File: config.mk
export PLATFORM = sky130hd
export DESIGN_NAME = tu_border_sched
export DESIGN_NICKNAME = d
export VERILOG_FILES = /design/src/rtl/tu_pkg.sv /design/src/rtl/tu_abs_sign.sv /design/src/rtl/tu_border_sched.sv
export SDC_FILE = /design/constraint.sdc
export NUM_CORES = 1
export LEC_CHECK = 0
export CORE_ASPECT_RATIO = 0.5
export CORE_MARGIN = 2
export CORE_UTILIZATION = 40
export CTS_CLUSTER_DIAMETER = 30
export CTS_CLUSTER_SIZE = 24
export DETAILED_ROUTE_END_ITERATION = 8
export PLACE_DENSITY_LB_ADDON = 0.12
export SLEW_MARGIN = 40
export SYNTH_ARGS = -nofsm -noshare
export SYNTH_HDL_FRONTEND = slang
export SYNTH_SLANG_ARGS = --single-unit
File: constraint.sdc
create_clock -name clk -period 7.05 [get_ports clk]
set_clock_uncertainty 0.05 [all_clocks]
set_input_delay 1.41 -clock clk [delete_from_list [all_inputs] [get_ports clk]]
set_output_delay 1.41 -clock clk [all_outputs]
set_load 0.05 [all_outputs]
File: src/rtl/tu_pkg.sv
// rtl/tu_pkg.sv - shared types and helpers for the temporal-unary border scheduler
package tu_pkg;

  typedef enum logic {IDLE, STREAM} tu_state_e;

  localparam int TU_WIDTH = 16;

  typedef logic [TU_WIDTH-2:0] tu_mag_t;

  function automatic int tu_win_len(input int width);
    return 1 << (width - 1);
  endfunction

endpackage

File: src/rtl/tu_abs_sign.sv
// rtl/tu_abs_sign.sv - combinational sign/magnitude split; most-negative saturates to max magnitude
module tu_abs_sign #(
  parameter int WIDTH = 16
) (
  input  logic [WIDTH-1:0] data,
  output logic             sign,
  output logic [WIDTH-2:0] mag
);

  localparam logic [WIDTH-2:0] ONE = (WIDTH-1)'(1);

  logic [WIDTH-2:0] neg_low;

  always_comb begin
    // Low bits of -data equal ~data+1 truncated; the top bit is never needed.
    neg_low = ~data[WIDTH-2:0] + ONE;
    sign    = data[WIDTH-1];
    if (data == {1'b1, {(WIDTH-1){1'b0}}}) begin
      mag = '1;
    end else if (sign) begin
      mag = neg_low;
    end else begin
      mag = data[WIDTH-2:0];
    end
  end

endmodule

File: src/rtl/tu_border_sched.sv
// rtl/tu_border_sched.sv - row-border operand scheduler emitting temporal-unary windows; optional TU_EARLY_TERM_EN
module tu_border_sched
  import tu_pkg::*;
#(
  parameter int WIDTH = 16
) (
  input  logic                     clk,
  input  logic                     rst_n,
  input  logic                     clr,
  input  logic                     i_valid,
  output logic                     o_ready,
  input  logic [WIDTH-1:0]         i_data,
`ifdef TU_EARLY_TERM_EN
  input  logic [$clog2(WIDTH)-1:0] cfg_len_log2,
`endif
  input  logic                     i_stall,
  output logic                     o_sign,
  output logic                     o_bit,
  output logic                     o_win_start,
  output logic                     o_win_last,
  output logic                     o_busy
);

  localparam int               MW       = WIDTH - 1;
  localparam logic [MW-1:0]    CNT_LAST = MW'(tu_win_len(WIDTH) - 1);
  localparam logic [MW-1:0]    CNT_ONE  = MW'(1);

  tu_state_e       state, state_n;
  logic [MW-1:0]   cnt, cnt_n;
  logic [MW-1:0]   mag_q, mag_n;
  logic            sign_q, sign_n;
  logic            abs_sign;
  logic [MW-1:0]   abs_mag;
  logic [MW-1:0]   acc_mag, acc_last, last_val, last_next;
  logic            accept;
  logic            bit_n, start_n, wlast_n, osign_n;

  tu_abs_sign #(.WIDTH(WIDTH)) u_abs_sign (
    .data (i_data),
    .sign (abs_sign),
    .mag  (abs_mag)
  );

`ifdef TU_EARLY_TERM_EN
  localparam int                LW      = $clog2(WIDTH);
  localparam logic [LW-1:0]     LEN_MAX = LW'(WIDTH - 1);

  logic [LW-1:0] len_c;
  logic [MW-1:0] last_q, last_n;

  always_comb begin
    len_c = cfg_len_log2;
    if (cfg_len_log2 == '0 || cfg_len_log2 > LEN_MAX) begin
      len_c = LEN_MAX;
    end
    acc_mag  = abs_mag >> (LEN_MAX - len_c);
    acc_last = (CNT_ONE << len_c) - CNT_ONE;
  end

  assign last_val = last_q;

  always_ff @(posedge clk or negedge rst_n) begin
    if (!rst_n) begin
      last_q <= CNT_LAST;
    end else begin
      last_q <= last_n;
    end
  end
`else
  assign acc_mag  = abs_mag;
  assign acc_last = CNT_LAST;
  assign last_val = CNT_LAST;
`endif

  assign o_ready = (state == IDLE) | (o_win_last & ~i_stall);
  assign accept  = i_valid & o_ready & ~clr;
  assign o_busy  = (state == STREAM);

  always_comb begin
    state_n   = state;
    cnt_n     = cnt;
    mag_n     = mag_q;
    sign_n    = sign_q;
    last_next = last_val;
    if (clr) begin
      state_n   = IDLE;
      cnt_n     = '0;
      mag_n     = '0;
      sign_n    = 1'b0;
      last_next = CNT_LAST;
    end else if (accept) begin
      state_n   = STREAM;
      cnt_n     = '0;
      mag_n     = acc_mag;
      sign_n    = abs_sign;
      last_next = acc_last;
    end else if (state == STREAM && !i_stall) begin
      if (cnt == last_val) begin
        state_n = IDLE;
        cnt_n   = '0;
      end else begin
        cnt_n = cnt + CNT_ONE;
      end
    end
    // Outputs are registered from the next-cycle view so they line up with cnt.
    bit_n   = (state_n == STREAM) && (cnt_n < mag_n);
    start_n = (state_n == STREAM) && (cnt_n == '0);
    wlast_n = (state_n == STREAM) && (cnt_n == last_next);
    osign_n = (state_n == STREAM) && sign_n;
  end

`ifdef TU_EARLY_TERM_EN
  assign last_n = last_next;
`endif

  always_ff @(posedge clk or negedge rst_n) begin
    if (!rst_n) begin
      state       <= IDLE;
      cnt         <= '0;
      mag_q       <= '0;
      sign_q      <= 1'b0;
      o_bit       <= 1'b0;
      o_win_start <= 1'b0;
      o_win_last  <= 1'b0;
      o_sign      <= 1'b0;
    end else begin
      state       <= state_n;
      cnt         <= cnt_n;
      mag_q       <= mag_n;
      sign_q      <= sign_n;
      o_bit       <= bit_n;
      o_win_start <= start_n;
      o_win_last  <= wlast_n;
      o_sign      <= osign_n;
    end
  end

endmodule

## After elaboration in Yosys (flattened, before gate mapping)

Index checks and enable logic that the tools add are counted.

- Register bits: 36
- Bits of input ports: 21
- Logic and storage cells: 43

- $add $sub $neg: 2
- Order comparisons: 1
- Eq/ne operators: 3
- Mux-type cells: 14
- Bitwise logic cells: 8
- Reductions and logical operators: 7

Operators with widths:

| cell | number |
|---|---|
| $mux W15 | 8 |
| $add A15 B1 Y15 const B | 2 |
| $eq A15 B15 Y1 const B | 2 |
| $eq A16 B16 Y1 const B | 1 |
| $logic_not A15 Y1 | 1 |
| $lt A15 B15 Y1 | 1 |
| $not A15 Y15 | 1 |
| $mux W1 | 6 |
| $logic_and A1 B1 Y1 | 5 |
| $and A1 B1 Y1 | 3 |
| $not A1 Y1 | 3 |
| $logic_not A1 Y1 | 1 |
| $or A1 B1 Y1 | 1 |

## Longest topological paths before layout

- Depth after elaboration: 9
- Gate-level depth with buffers: 15
- Gate-level depth less buffers: 15

## Hierarchy

A second synthesis with hierarchy kept.

- Cells, all modules: 291
- Area, all modules: 2673.8 um^2

By module, submodules not included:

| module | instances | cells each | area each (um^2) |
|---|---|---|---|
| tu_border_sched | 1 | 218 | 2209.6 |
| tu_abs_sign | 1 | 73 | 464.2 |

## Worst setup path before layout

No wires, ideal clock.

- Kind: input to register
- Start: input i_data[0]
- End: register o_bit
- Setup time: 0.068 ns
- Data arrival time: 3.980 ns
- Data required time: 6.932 ns
- Setup slack: 2.951 ns
- Stages on the path: 14
- Path buffers: 1
- Path through: inv_1 ha_1 nor4b_1 nand3_1 o21a_1 buf_1 a211o_1 ha_1 a21o_1 a21o_1 a211o_1 o211ai_1 a21oi_1 and4bb_1

- Cells in the longest elaborated chain, start to end: 8

RTL lines:

| item | RTL line | source |
|---|---|---|
| start: declaration | tu_border_sched.sv:12 | `input logic [WIDTH-1:0] i_data,` |
| $not A15 Y15 | tu_abs_sign.sv:16 | `neg_low = ~data[WIDTH-2:0] + ONE;` |
| $add A15 B1 Y15 | tu_abs_sign.sv:16 |  |
| $mux W15 | tu_abs_sign.sv:20 | `end else if (sign) begin` |
| $mux W15 (*) | tu_abs_sign.sv:18 | `if (data == {1'b1, {(WIDTH-1){1'b0}}}) begin` |
| $mux W15 (*) | tu_border_sched.sv:91 | `end else if (accept) begin` |
| $mux W15 (*) | tu_border_sched.sv:85 | `if (clr) begin` |
| $lt A15 B15 Y1 (*) | tu_border_sched.sv:106 | `bit_n = (state_n == STREAM) && (cnt_n < mag_n);` |
| $logic_and A1 B1 Y1 (*) | tu_border_sched.sv:106 |  |
| via bit_n | tu_border_sched.sv:36 | `logic bit_n, start_n, wlast_n, osign_n;` |
| end signal: assignment | tu_border_sched.sv:131 | `o_bit <= bit_n;` |
| end: declaration | tu_border_sched.sv:18 | `output logic o_bit,` |

Mark *: on every way through the listed nets, which the timed path passes. The rest lies on a longest branch.

## Worst setup path in the final report

- Start: input i_data[15]
- End: register o_bit

- Cells in the longest elaborated chain, start to end: 6

RTL lines:

| item | RTL line |
|---|---|
| $eq A16 B16 Y1 / $mux W15 (equally long branches) | tu_abs_sign.sv:18, tu_abs_sign.sv:20 |
| $mux W15 (*) | tu_abs_sign.sv:18 |
| $mux W15 (*) | tu_border_sched.sv:91 |
| $mux W15 (*) | tu_border_sched.sv:85 |
| $lt A15 B15 Y1 (*) | tu_border_sched.sv:106 |
| $logic_and A1 B1 Y1 (*) | tu_border_sched.sv:106 |
| via bit_n | tu_border_sched.sv:36 |

Marked as above.

==> results.yml <==
logic_synthesis:
  syn_area_um2: 2600
  yosys_warnings: 0
  synth_flop_cell: "dfrtp_1"
  synthCells: 294
  synth_cell_types: 59
  synthTopCellsByArea: "dfrtp_1, ha_1, nor2_1"
  syn_avg_cell_area_um2: 8.85
  synth_edf_count: 0
  ys_seq_area_share_pct: 34.6
  synth_top_cell_area_share_pct: 34.6
  syn_nets: 331
  ys_seq_elements: 36
  yosysTopAreaCell: "dfrtp_1"
  async_flop_share_pct: 100
clock_tree:
  cts_buffers: 5
  clkTransAtPathRegs_ns: 0.05
  cts.sinks: 36
  cts_tree: "yes"
  cts_resized: 0
  cts_setup_buffers: 0
  clock_path_buffers: 2
  cts_root_buffer: "clkbuf_16"
  h-tree-depth: 2
  clk-insertion-delay-late_ns: 0.27
  postCtsHoldBufs: 0
global_route:
  use_met1_pct: 27.2
  grtUsageMet3_pct: 3.15
  grt_pass1_wl_um: 10600
  gr-total-overflow: 0
  grt_busiest_layer: "met2"
  grt_pass1_vias: 2146
  met2_usage_pct: 31.0
  groute.usage.overall_pct: 18.9
  antenna_found_initial: 0
  grt_start_max_net_pins: 37
flow_run:
  max_cap_violations: 0
floorplanning:
  io_pins: 27
  rows: 20
  die-area_um2: 7210
  die_h_um: 61.0
  coreArea_um2: 6180
  die_w_um: 118
  start_util_pct: 42.1
critical_path:
  cp-end-kind: "flip-flop"
  worstSetupStartpointType: "input pin"
  arrival_ns: 4.89
  critical-path-top-delay-family: "compound AO/OA/AOI/OAI gates"
  criticalPathCategory: "input pin to flip-flop"
  cp_num_buf_inv: 2
  slowest_delay_ns: 0.79
  slowest_stage: "clkdlybuf4s50_1"
  cp_data_required_time_ns: 7.21
  crit_path_cell_trace: "clkdlybuf4s50_1, inv_1, or4_1, o21a_1, a211o_1, ha_1, a21o_1, a21o_1, a211o_1, o211ai_1, a21oi_1, and4bb_1"
  crit_path_max_fanout: 15
sta:
  period_needed_ns: 4.73
  min_period_over_period_pct: 67.1
  report.final.slew_viol_count: 0
  finalHoldViolCount: 0
  whs_ns: 0.468
  setup_viol: 0
  finalSetupTns_ns: 0
  slew_headroom_pct: 65.4
  rsz0062_at_grt: "no"
  fmax_mhz: 211
  tightest_slew_ns: 0.518
route:
  viasPerCell: 5.56
  dr.pass1.iters: 4
  via_count: 2241
  wl_per_cell_um: 16.0
  routed_wl_um: 6430
  ant_nets: 0
  drcViolationCount: 0
  drtIter0Drc: 122
power_and_ir_drop:
  p_per_area_nw_per_um2: 173
  power_frac_clock_pct: 41.5
  switching_share_pct: 26.0
  p_leak_uw: 0.00141
  seqPwrFrac_pct: 41.2
  internal_power_uw: 394
  peakVddDrop_v: 0.0000991
  power_frac_comb_pct: 17.3
  switchingPower_uw: 138
placement:
  portBuffers: 26
  hpwl_um: 4940
  gp_congestion: 0.902
finish:
  layout_common_cells: "nor2_1, dfrtp_1, clkdlybuf4s50_1, nand2_1, inv_1"
  drive_gt1_share_pct: 7.94
  final_common_cell: "nor2_1"
  diodes: 0
  area_growth_pct: 17.9
  num-nets-final: 351
run_status:
  outcome: "finished clean"
hold_path:
  min_path_type: "flip-flop to flip-flop"
area by class of cell:
cell class	instances	area [um^2]
fill	592	3110
tap	88	110
inverter	18	67.6
multi-input combinational	225	1570
timing repair buffer	28	270
clock buffer	8	146
sequential	36	901
path summary, 6_finish.rpt:
kind	from	end	slack, ns	depth (start not counted)
max reg2reg	cnt[1]$_DFF_PN0_	o_bit$_DFF_PN0_	3.71	12
max	i_data[15]	o_bit$_DFF_PN0_	2.32	12
min reg2reg	sign_q$_DFF_PN0_	sign_q$_DFF_PN0_	0.47	2
max in group asynchronous	rst_n	cnt[9]$_DFF_PN0_	5.09	2
min	sign_q$_DFF_PN0_	sign_q$_DFF_PN0_	0.47	2
min in group asynchronous	rst_n	mag_q[13]$_DFF_PN0_	1.50	2
worst register-to-register path: cells and delay by family, from the launching register on:
kind	cells	cell delay [ns]
simple gates	4	0.91
compound gates	6	1.27
fa+ha+maj	2	0.61
flops	1	0.43
synth_stat cells (3+ instances only):
| library cell | number |
|---|---|
| nor2_1 | 43 |
| dfrtp_1 | 36 |
| nand2_1 | 19 |
| inv_1 | 18 |
| ha_1 | 16 |
| a211o_1 | 13 |
| xnor2_1 | 13 |
| a21oi_1 | 10 |
| nand3_1 | 10 |
| xor2_1 | 10 |
| clkbuf_1 | 9 |
| nor3_1 | 9 |
| nand4_1 | 7 |
| o21ai_0 | 7 |
| a21o_1 | 4 |
| nand3b_1 | 4 |
| a211oi_1 | 3 |
| and2_1 | 3 |
| buf_2 | 3 |
| o31ai_1 | 3 |
| o41ai_1 | 3 |
| or2_2 | 3 |
stage by stage:
stage               power, uW  std cells  setup WS [ns]  instance area (um^2)  utilization [%]
floorplan                 277        294           2.95                  2600                -
global placement          313        395           2.19                  2930             47.3
detailed placement        314        395           2.10                  2920             47.3
CTS                       535        403           2.37                  3070             49.6
global route              558        403           2.16                  3070             49.6
finish                    532        403           2.32                  3070             49.6
cells by family after synthesis:
kind of cell / after synthesis / synth area share [%]
DFF: 36 / 34.6
and+or+nand+nor: 126 / 28.1
xor gates and xnor gates: 23 / 7.74
muxes: 1 / 0.385
AOI/OAI and AO/OA: 59 / 16.5
adders and majority gates: 16 / 7.69
buffers and inverters: 33 / 4.95
metal layers:
layer  wire length [um]  up-vias
met5                  0        -
met4                 32        0
met3                360        4
met2               2740       59
met1               3300     1078
li1                   -     1100
state kept, by name (all words and copies together) (netlist names):
register,cells
cnt,15
mag_q,15
o_bit,1
o_busy,1
o_sign,1
o_win_last,1
o_win_start,1
sign_q,1
power groups by stage:
stage,Clock (uW),Combinational (uW),Sequential [uW]
after global placement,0,90.5,223
final,221,91.8,219
after detailed placement,0,91.2,223
after floorplan,0,50.7,227
after CTS,224,91.7,219
after global routing,236,102,220
(Power assumes the default switching activity.)
